<file path="config.mk">
export PLATFORM = sky130hd
export DESIGN_NAME = menu_param_ctrl
export DESIGN_NICKNAME = d
export VERILOG_FILES = /design/src/rtl/menu_param_ctrl.sv
export SDC_FILE = /design/constraint.sdc
export NUM_CORES = 1
export LEC_CHECK = 0
export ABC_AREA = 1
export CAP_MARGIN = 20
export CORE_ASPECT_RATIO = 0.5
export CORE_MARGIN = 2
export CORE_UTILIZATION = 59
export DETAILED_ROUTE_END_ITERATION = 8
export GPL_TIMING_DRIVEN = 0
export PLACE_DENSITY = 0.79
export SYNTH_ARGS = -nofsm -noshare
export SYNTH_HDL_FRONTEND = slang
export SYNTH_SLANG_ARGS = --single-unit
</file>
<file path="constraint.sdc">
create_clock -name clk -period 7.4 [get_ports clk]
set_input_delay 0.74 -clock clk [delete_from_list [all_inputs] [get_ports clk]]
set_output_delay 0.74 -clock clk [all_outputs]
set_load 0.03 [all_outputs]
</file>
<file path="src/rtl/menu_param_ctrl.sv">
// menu_param_ctrl: front-panel button conditioning plus the navigate/edit
// state machine for the on-screen menu. It holds the four menu parameters
// as BCD digit fields. The values shown to the overlay change only at frame
// boundaries, and the status and cursor outputs come straight from registers.
module menu_param_ctrl #(
   parameter int         bit_data_in = 20,
   parameter int         DEB_LIMIT   = 16,
   parameter int         DEB_W       = 5,
   parameter logic [7:0] MODE_MAX    = 8'h15,
   parameter int         RPT_DELAY   = 30,
   parameter int         RPT_RATE    = 4
) (
   input  logic                   clk,
   input  logic                   rst,
   input  logic                   newframe,
   input  logic                   btn_up,
   input  logic                   btn_down,
   input  logic                   btn_sel,
   input  logic                   btn_menu,
   output logic                   menu_on,
   output logic                   edit_active,
   output logic [1:0]             cursor,
   output logic [bit_data_in-1:0] out_mode,
   output logic [bit_data_in-1:0] out_Type_AGC,
   output logic [bit_data_in-1:0] out_Set_LVL1,
   output logic [bit_data_in-1:0] out_Set_LVL2
);

   localparam int RD_W = $clog2(RPT_DELAY + 1);
   localparam int RR_W = $clog2(RPT_RATE + 1);

   // Button slot indices inside the packed conditioning vectors
   localparam int B_MENU = 0;
   localparam int B_SEL  = 1;
   localparam int B_UP   = 2;
   localparam int B_DOWN = 3;

   typedef enum logic [1:0] {
      ST_IDLE = 2'd0,
      ST_NAV  = 2'd1,
      ST_EDIT = 2'd2
   } state_t;

   // Upper bound of each parameter, indexed by cursor position
   function automatic logic [19:0] param_max(input logic [1:0] idx);
      logic [19:0] r;
      case (idx)
         2'd0:    r = {12'h000, MODE_MAX};
         2'd1:    r = 20'h00003;
         2'd2:    r = 20'h99999;
         2'd3:    r = 20'h09999;
         default: r = 20'h00000;
      endcase
      return r;
   endfunction

   // Digit-serial BCD increment; the maximum value (or anything above it) wraps to zero
   function automatic logic [19:0] bcd_inc(input logic [19:0] v, input logic [19:0] vmax);
      logic [19:0] r;
      logic        carry;
      logic [3:0]  d;
      r     = v;
      carry = 1'b1;
      if (v >= vmax) begin
         r = 20'h00000;
      end else begin
         for (int i = 0; i < 5; i++) begin
            d = v[4*i +: 4];
            if (carry) begin
               if (d >= 4'd9) begin
                  r[4*i +: 4] = 4'd0;
               end else begin
                  r[4*i +: 4] = d + 4'd1;
                  carry       = 1'b0;
               end
            end else begin
               r[4*i +: 4] = d;
            end
         end
      end
      return r;
   endfunction

   // Digit-serial BCD decrement; zero (or an out-of-range value) wraps to the maximum
   function automatic logic [19:0] bcd_dec(input logic [19:0] v, input logic [19:0] vmax);
      logic [19:0] r;
      logic        borrow;
      logic [3:0]  d;
      r      = v;
      borrow = 1'b1;
      if ((v == 20'h00000) || (v > vmax)) begin
         r = vmax;
      end else begin
         for (int i = 0; i < 5; i++) begin
            d = v[4*i +: 4];
            if (borrow) begin
               if (d == 4'd0) begin
                  r[4*i +: 4] = 4'd9;
               end else begin
                  r[4*i +: 4] = d - 4'd1;
                  borrow      = 1'b0;
               end
            end else begin
               r[4*i +: 4] = d;
            end
         end
      end
      return r;
   endfunction

   logic [3:0]       raw_s;
   logic [3:0]       sync1_r;
   logic [3:0]       sync2_r;
   logic [3:0]       deb_r;
   logic [3:0]       press_r;
   logic [DEB_W-1:0] deb_cnt_r [4];

   logic             ev_menu_s;
   logic             ev_sel_s;
   logic             ev_up_s;
   logic             ev_dn_s;

   logic             held_up_s;
   logic             held_dn_s;
   logic             rpt_run_s;
   logic             rpt_fire_s;
   logic [RD_W-1:0]  rpt_delay_r;
   logic [RD_W-1:0]  rpt_delay_nx_s;
   logic [RR_W-1:0]  rpt_rate_r;
   logic [RR_W-1:0]  rpt_rate_nx_s;
   logic             do_inc_s;
   logic             do_dec_s;

   state_t           state_r;
   logic             menu_on_r;
   logic             edit_active_r;
   logic [1:0]       cursor_r;
   logic [19:0]      pend_r [4];

   logic [bit_data_in-1:0] out_mode_r;
   logic [bit_data_in-1:0] out_agc_r;
   logic [bit_data_in-1:0] out_lvl1_r;
   logic [bit_data_in-1:0] out_lvl2_r;

   assign raw_s = {btn_down, btn_up, btn_sel, btn_menu};

   // Two-flop synchronizer, debounce counter and rising-edge press pulse per button
   always_ff @(posedge clk or posedge rst) begin
      if (rst) begin
         sync1_r <= 4'b0000;
         sync2_r <= 4'b0000;
         deb_r   <= 4'b0000;
         press_r <= 4'b0000;
         for (int i = 0; i < 4; i++) begin
            deb_cnt_r[i] <= '0;
         end
      end else begin
         sync1_r <= raw_s;
         sync2_r <= sync1_r;
         for (int i = 0; i < 4; i++) begin
            if (sync2_r[i] != deb_r[i]) begin
               if (deb_cnt_r[i] == DEB_W'(DEB_LIMIT - 1)) begin
                  deb_r[i]     <= sync2_r[i];
                  deb_cnt_r[i] <= '0;
                  press_r[i]   <= sync2_r[i];
               end else begin
                  deb_cnt_r[i] <= deb_cnt_r[i] + DEB_W'(1);
                  press_r[i]   <= 1'b0;
               end
            end else begin
               deb_cnt_r[i] <= '0;
               press_r[i]   <= 1'b0;
            end
         end
      end
   end

   // Press priority menu > sel > up > down; losers in the same cycle are dropped
   always_comb begin
      ev_menu_s = press_r[B_MENU];
      ev_sel_s  = press_r[B_SEL]  & ~press_r[B_MENU];
      ev_up_s   = press_r[B_UP]   & ~press_r[B_SEL] & ~press_r[B_MENU];
      ev_dn_s   = press_r[B_DOWN] & ~press_r[B_UP] & ~press_r[B_SEL] & ~press_r[B_MENU];
   end

   // Auto-repeat frame counting while up/down is held in EDIT; a menu/sel press restarts it
   always_comb begin
      held_up_s      = deb_r[B_UP];
      held_dn_s      = deb_r[B_DOWN] & ~deb_r[B_UP];
      rpt_run_s      = (state_r == ST_EDIT) & (held_up_s | held_dn_s) & ~ev_menu_s & ~ev_sel_s;
      rpt_fire_s     = 1'b0;
      rpt_delay_nx_s = rpt_delay_r;
      rpt_rate_nx_s  = rpt_rate_r;
      if (!rpt_run_s) begin
         rpt_delay_nx_s = '0;
         rpt_rate_nx_s  = '0;
      end else if (newframe) begin
         if (rpt_delay_r < RD_W'(RPT_DELAY)) begin
            rpt_delay_nx_s = rpt_delay_r + RD_W'(1);
            if (rpt_delay_r == RD_W'(RPT_DELAY - 1)) begin
               rpt_fire_s = 1'b1;
            end else begin
               rpt_fire_s = 1'b0;
            end
         end else begin
            if (rpt_rate_r == RR_W'(RPT_RATE - 1)) begin
               rpt_rate_nx_s = '0;
               rpt_fire_s    = 1'b1;
            end else begin
               rpt_rate_nx_s = rpt_rate_r + RR_W'(1);
            end
         end
      end else begin
         rpt_delay_nx_s = rpt_delay_r;
         rpt_rate_nx_s  = rpt_rate_r;
      end
      do_inc_s = ev_up_s | (rpt_fire_s & held_up_s);
      do_dec_s = ~do_inc_s & (ev_dn_s | (rpt_fire_s & held_dn_s));
   end

   // Auto-repeat counters
   always_ff @(posedge clk or posedge rst) begin
      if (rst) begin
         rpt_delay_r <= '0;
         rpt_rate_r  <= '0;
      end else begin
         rpt_delay_r <= rpt_delay_nx_s;
         rpt_rate_r  <= rpt_rate_nx_s;
      end
   end

   // Navigate/edit state machine with registered status, cursor and pending values
   always_ff @(posedge clk or posedge rst) begin
      if (rst) begin
         state_r       <= ST_IDLE;
         menu_on_r     <= 1'b0;
         edit_active_r <= 1'b0;
         cursor_r      <= 2'd0;
         for (int i = 0; i < 4; i++) begin
            pend_r[i] <= 20'h00000;
         end
      end else begin
         case (state_r)
            ST_IDLE: begin
               if (ev_menu_s) begin
                  state_r       <= ST_NAV;
                  menu_on_r     <= 1'b1;
                  edit_active_r <= 1'b0;
               end else begin
                  state_r <= ST_IDLE;
               end
            end
            ST_NAV: begin
               if (ev_menu_s) begin
                  state_r       <= ST_IDLE;
                  menu_on_r     <= 1'b0;
                  edit_active_r <= 1'b0;
               end else if (ev_sel_s) begin
                  state_r       <= ST_EDIT;
                  edit_active_r <= 1'b1;
               end else if (ev_up_s) begin
                  cursor_r <= cursor_r - 2'd1;
               end else if (ev_dn_s) begin
                  cursor_r <= cursor_r + 2'd1;
               end else begin
                  state_r <= ST_NAV;
               end
            end
            ST_EDIT: begin
               if (ev_menu_s) begin
                  state_r       <= ST_IDLE;
                  menu_on_r     <= 1'b0;
                  edit_active_r <= 1'b0;
               end else if (ev_sel_s) begin
                  state_r       <= ST_NAV;
                  edit_active_r <= 1'b0;
               end else if (do_inc_s) begin
                  pend_r[cursor_r] <= bcd_inc(pend_r[cursor_r], param_max(cursor_r));
               end else if (do_dec_s) begin
                  pend_r[cursor_r] <= bcd_dec(pend_r[cursor_r], param_max(cursor_r));
               end else begin
                  state_r <= ST_EDIT;
               end
            end
            default: begin
               state_r       <= ST_IDLE;
               menu_on_r     <= 1'b0;
               edit_active_r <= 1'b0;
            end
         endcase
      end
   end

   // Frame-synchronous snapshot of all four pending values
   always_ff @(posedge clk or posedge rst) begin
      if (rst) begin
         out_mode_r <= '0;
         out_agc_r  <= '0;
         out_lvl1_r <= '0;
         out_lvl2_r <= '0;
      end else if (newframe) begin
         out_mode_r <= bit_data_in'(pend_r[0]);
         out_agc_r  <= bit_data_in'(pend_r[1]);
         out_lvl1_r <= bit_data_in'(pend_r[2]);
         out_lvl2_r <= bit_data_in'(pend_r[3]);
      end else begin
         out_mode_r <= out_mode_r;
         out_agc_r  <= out_agc_r;
         out_lvl1_r <= out_lvl1_r;
         out_lvl2_r <= out_lvl2_r;
      end
   end

   assign menu_on      = menu_on_r;
   assign edit_active  = edit_active_r;
   assign cursor       = cursor_r;
   assign out_mode     = out_mode_r;
   assign out_Type_AGC = out_agc_r;
   assign out_Set_LVL1 = out_lvl1_r;
   assign out_Set_LVL2 = out_lvl2_r;

endmodule

</file>
* Word level (Yosys, flattened, before mapping)
Cells that the tools add are included.
** Storage, ports and cells
- Memories kept :: 0
- Word-level logic and storage cells :: 280
- Register bits after elaboration :: 210
- Bits in latches :: 0
- Bits in writable memories :: 0
- ROM bits :: 0
- Bits of input ports :: 7
- Output and inout bits :: 84
** Operators by class
- Shifts and indexed selects :: 0
- $add $sub $neg :: 18
- $lt $le $gt $ge :: 10
- $mul :: 0
- Bitwise gates (word level) :: 23
- Eq/ne operators :: 26
- Divide/modulo/power cells :: 0
- Reduce and logical (&&, ||, !) cells :: 24
- Mux-type cells :: 154
** Operator list (count)
- 2-to-1 mux 20 bit :: 23
- bitwise mux 80 bit :: 2
- 2-to-1 mux 80 bit :: 2
- one-hot mux 20 bit (4 select lines) :: 1
- 2-to-1 mux 1 bit :: 78
- 2-to-1 mux 4 bit :: 18
- 2-to-1 mux 5 bit :: 11
- binary-select mux 20 bit (select 2 bit) :: 1
- demux 20 bit (select 2 bit) :: 1
- adder 5 x 1 -> 5 bit (second input constant) :: 5
- adder 4 x 1 -> 4 bit (second input constant) :: 5
- == test 5 x 4 -> 1 bit (second input constant) :: 4
- >= comparator 20 bit :: 1
- >= comparator 4 bit (second input constant) :: 5
- greater-than comparator 20 bit :: 1
- zero test 20 bit :: 1
- zero test 4 bit :: 5
- 2-to-1 mux 2 bit :: 10
- subtractor 4 x 1 -> 4 bit (second input constant) :: 5
- != test 4 bit (second input constant) :: 4
- AND reduction 2 bit :: 7
- AND 1 bit :: 13
- 2-to-1 mux 3 bit :: 4
- AND reduction 4 bit :: 3
- 26 further kinds :: 45

* Longest topological paths before layout
- Depth after elaboration :: 55
- Mapped depth :: 23
- Depth with buffers taken out :: 21

* Least setup slack after synthesis
Ideal clock, no wire load.
- Path type :: reg-to-reg
- Start point :: register cursor_r[0], in the netlist cursor[0]
- End point :: register pend_r[48] (netlist name)
- Clock period less this slack :: 3274 ps
- Required time :: 7282 ps
- Setup time :: 118 ps
- Slack :: 4126 ps
- Path buffers :: 3
- Stages on the path, launching flop included :: 18
- Arrival time :: 3156 ps
- Path through :: dfrtp_1 > inv_2 > buf_2 > buf_1 > ha_1 > nor2_1 > ha_1 > nand3_1 > nor2_1 > nand3_1 > nand2_1 > nand2_2 > nand3_2 > nand2_4 > buf_4 > nand4_1 > nand3_1 > nand2_1
** On the way
- Word-level cells in the longest chain between the ends :: 29
- Elaborated cells between the ends (all ways) :: 82
- Classes of those cells :: 2 x add/sub; 7 x order compare; 3 x eq/ne; 62 x mux; 1 x bitwise; 7 x reduce/logical
** Ends and longest elaborated chain
- start: declaration :: RTL line 137 : logic [1:0] cursor_r;
- start signal: assignment :: RTL line 262 : cursor_r <= cursor_r - 2'd1;
- start signal: assignment :: RTL line 264 : cursor_r <= cursor_r + 2'd1;
- NOT 2 -> 3 bit (not written as such) :: RTL line 278, 280
- binary-select mux 20 bit (select 2 bit) :: RTL line 278, 280
- 2-to-1 mux 20 bit (not written as such) (2 in a row) :: RTL line 278, 280
- zero test 4 bit :: RTL line 97 : if (d == 4'd0) begin
- 2-to-1 mux 1 bit :: RTL line 97
- 2-to-1 mux 1 bit :: RTL line 91 : if ((v == 20'h00000) || (v > vmax)) begin
- 2-to-1 mux 1 bit :: RTL line 279 : end else if (do_dec_s) begin
- 2-to-1 mux 1 bit :: RTL line 277 : end else if (do_inc_s) begin
- (+12 left out)
- 2-to-1 mux 20 bit :: RTL line 279
- 2-to-1 mux 20 bit :: RTL line 277
- 2-to-1 mux 20 bit :: RTL line 274 : end else if (ev_sel_s) begin
- 2-to-1 mux 20 bit :: RTL line 270 : if (ev_menu_s) begin
- 2-to-1 mux 20 bit :: RTL line 243 : case (state_r)
- bitwise mux 80 bit :: RTL line 280 : pend_r[cursor_r] <= bcd_dec(pend_r[cursor_r], param_max(cursor_r));
- 2-to-1 mux 80 bit :: RTL line 279
- 2-to-1 mux 80 bit (*) :: RTL line 277
- end signal: indexed assignment :: RTL line 278 : pend_r[cursor_r] <= bcd_inc(pend_r[cursor_r], param_max(cursor_r));
- end signal: indexed assignment :: RTL line 280
- end: declaration :: RTL line 138 : logic [19:0] pend_r [4];
Every way passes the cells marked *; elsewhere a longest branch is shown, timed or not. The select of a mux whose other input is x is not followed.
A chain may end at the register's enable or synchronous reset.

* Final worst setup path
- Start point :: register cursor_r[0], in the netlist cursor[0]
- End point :: register pend_r[47] (netlist name)
** On the way
- Word-level cells in the longest chain between the ends :: 22
- Elaborated cells between the ends (all ways) :: 65
- Classes of those cells :: 2 x add/sub; 6 x order compare; 3 x eq/ne; 47 x mux; 1 x bitwise; 6 x reduce/logical
** Ends and longest elaborated chain (RTL line)
- branches (longest 21 deep; another with greater-than comparator 20 bit)
- 2-to-1 mux 80 bit (*) :: 277
Every way passes the cells marked *. The select of a mux whose other input is x is not followed.

==> results.cfg <==
[yosys]
syn_inst = 1430
syn-num-nets = 1478
ys_seq_area_frac = 0.4812
ys_types = 40
yosysWarnings = 0
ys_top_cells_by_area = dfrtp_1 (48%), nand2_1 (21%), nand3_1 (6.9%), ha_1 (4.7%), inv_1 (3.3%)
syn_avg_cell_area_um2 = 7.638
synth_top_area_cell = dfrtp_1
synth_edf_count = 0
synth_area_um2 = 10920
synth_top_area_frac = 0.4812
synth.top_cells.by_count = nand2_1 (608), dfrtp_1 (210), nand3_1 (151), inv_1 (96), nor2_1 (61)
synth-main-ff-cell = dfrtp_1
ys_seq_elements = 210
synth.most_common_cell = nand2_1
async_flop_share = 1.000

[critical_path]
max_stage_delay_ns = 0.80
crit_buf_inv = 5
start_kind = flop
path_cells = inv_2, buf_2, buf_1, ha_1, nor2_1, inv_1, nand2_1, nand2_1, nor2_1, nand2_1, nor2_1, nand2_1, nand3_2, nand2_4, nand2_4, nand3_4, buf_6, nand3_1, nand2_1
crit_fanout = 13
r2r_end = pend_r[47]
rr_worst_depth = 19
setup.worst_path.end_class = flop
crit_type = reg2reg
critical_path.top_delay_family = simple AND/OR/NAND/NOR gates
r2r_start = cursor[0]
worst_ep_arrival_time_ns = 5.58
cp_slowest_cell = nor2_1
rrSetupSlack_ns = 2.21
crit_top_cell = nand2_1
critPathRequiredTime_ns = 7.79

[detailed_routing]
firstDrtPassIters = 6
vias = 10370
drt_wl_total_mm = 35.43
avgViaCountPerCell = 5.768
drc = 0
drtIter0Drc = 1293
wl_per_cell_um = 19.70
ant_nets = 0

[timing]
fin_crit_sh = 0.7013
fin_crit_ns = 5.189
worst_hold_slack_ns = 0.3534
clock_skew_ns = 0.01442
setup_viol = 0
slew_violations = 0
slew_headroom = 0.3100
worstMarginPinSlew_ns = 1.031
finalWorstSetupSlack_ns = 2.211
rsz0062_at_grt = no
max_freq_ghz = 0.1927
hold_viol = 0

[clock_tree]
cts_tree = built
clockBufferDepth = 3
root_buffer = clkbuf_16
clock_latency_ns = 0.52
cts_max_level = 1
ctsHoldBuffers = 0
clkSlewWorstSetupHoldPaths_ns = 0.07
ctsResizeCount = 0
numCtsBuffers = 20
postCtsSetupRepairBufs = 0
cts_sinks = 210

[min_path]
worstHoldPathCells = 0
min_to = sync2_r[2]
min_from = sync1_r[2]
min_path_type = reg2reg

[power]
power_density_nw_per_um2 = 189.2
p_leak_uw = 0.007101
max-vdd-ir-drop_uv = 209.4

[die]
dieWidth_um = 196.4
coreArea_um2 = 18260
dieArea_um2 = 19680
fp.dieH_um = 100.2
start_util = 0.5981
fp-row-count = 35
ios = 91

[place]
place_congestion = 1.030
dp_hpwl_mm = 24.91
dpl.cell_count = 1762
io_buffers = 90
dpl_worst_slack_ns = 2.467

[global_routing]
antenna_found_initial = 0
grt_pass1_vias = 9704
grt_max_degree = 106
overflow = 0
grt_first_pass_wirelength_mm = 55.17
gr-usage-all-layers = 0.3719

[final_layout]
syn2layout_area_growth_pct = 18.39
final_cells = 1798
final_net_count = 1592
diodes = 0
layout-drive-gt1-share = 0.05135

[outcome]
status = complete, no violations

[run]
drv_cap = 0
-- per-layer routing --
metal	track usage	up-vias	share of wire
met5	0	-	0
met1	0.5399	4894	0.43
met4	0.1136	0	0.032
met3	0.1102	102	0.13
li1	-	4795	-
met2	0.5406	579	0.41
-- layout make-up --
cell class,instances,area [um2]
timing repair buffer,92,955.9
multi-input combinational,1065,5047
buffer,53,236.5
sequential,210,5255
clock inverter,11,163.9
tap,240,300.3
clock buffer,25,580.6
fill,1445,5331
inverter,102,390.4
-- report_power, final --
| group | switching, uW | internal, uW |
|---|---|---|
| clock network | 476 | 699 |
| registers | 9.52 | 1160 |
| logic | 70.8 | 29.0 |
| total | 556 | 1890 |
-- worst register-to-register path, stage by stage (launching register included) --
cell and delay, ns:
dfrtp_1 0.66, inv_2 0.22, buf_2 0.28, buf_1 0.40
ha_1 0.38, nor2_1 0.80, inv_1 0.23, nand2_1 0.20
nand2_1 0.06, nor2_1 0.09, nand2_1 0.10, nor2_1 0.22
nand2_1 0.14, nand3_2 0.27, nand2_4 0.20, nand2_4 0.20
nand3_4 0.17, buf_6 0.23, nand3_1 0.13, nand2_1 0.08
-- state kept, by name, indices dropped and copies added, names as in the netlist, 5 cells and up --
signal,count
pend_r,80
deb_cnt_r,20
out_mode,20
out_Set_LVL2,20
out_Set_LVL1,20
out_Type_AGC,20
rpt_delay_r,5
-- layout by cell type (no fill, tap or decap), types with 5 or more instances in the layout --
cell and instances:
dfrtp_1 210, xor2_1 16, nand4_1 15, o21ai_0 56, nand3b_1 5, clkbuf_16 21
nand2_2 6, o211ai_1 8, ha_1 41, nand2_1 608, inv_1 95, nor3_1 7
o21ai_1 9, clkdlybuf4s50_1 90, clkbuf_1 37, nand3_1 151, inv_2 5, nor2_1 61
and3_1 5, buf_2 9, a21oi_1 52
-- cells by family after synthesis --
logic type,Yosys count,share of synthesized area
adders and majority gates,41,0.04697
muxes,1,0.0009165
DFF,210,0.4812
xor gates and xnor gates,17,0.01363
and+or+nand+nor,873,0.3358
AOI/OAI and AO/OA,133,0.06484
buffers and inverters,155,0.05671
-- stage by stage --
| stage | utilization | area (um2) | setup TNS, ns | total power (uW) |
|---|---|---|---|---|
| 4_1_cts | 0.7081 | 12930 | 0 | 2448 |
| 3_5_place_dp | 0.6673 | 12190 | 0 | 1295 |
| 6_report | 0.7081 | 12930 | 0 | 2446 |
| 2_1_floorplan | - | 10920 | 0 | 1251 |
| 3_3_place_gp | 0.6639 | 12120 | -293.66 | 1286 |
| 5_1_grt | 0.7081 | 12930 | 0 | 2507 |
-- worst max-delay path by stage --
stage,slack [ns],from,end,cells after the start
global route,2.13,cursor[0],pend_r[51],17
detailed placement,2.47,cursor[0],pend_r[51],19
finish,2.21,cursor[0],pend_r[47],19
global placement,-1.43,rst,out_Type_AGC[7],2
CTS,2.45,cursor[0],pend_r[47],19
floorplan,0.92,rst,cursor[0],1
(Power assumes the default switching activity.)
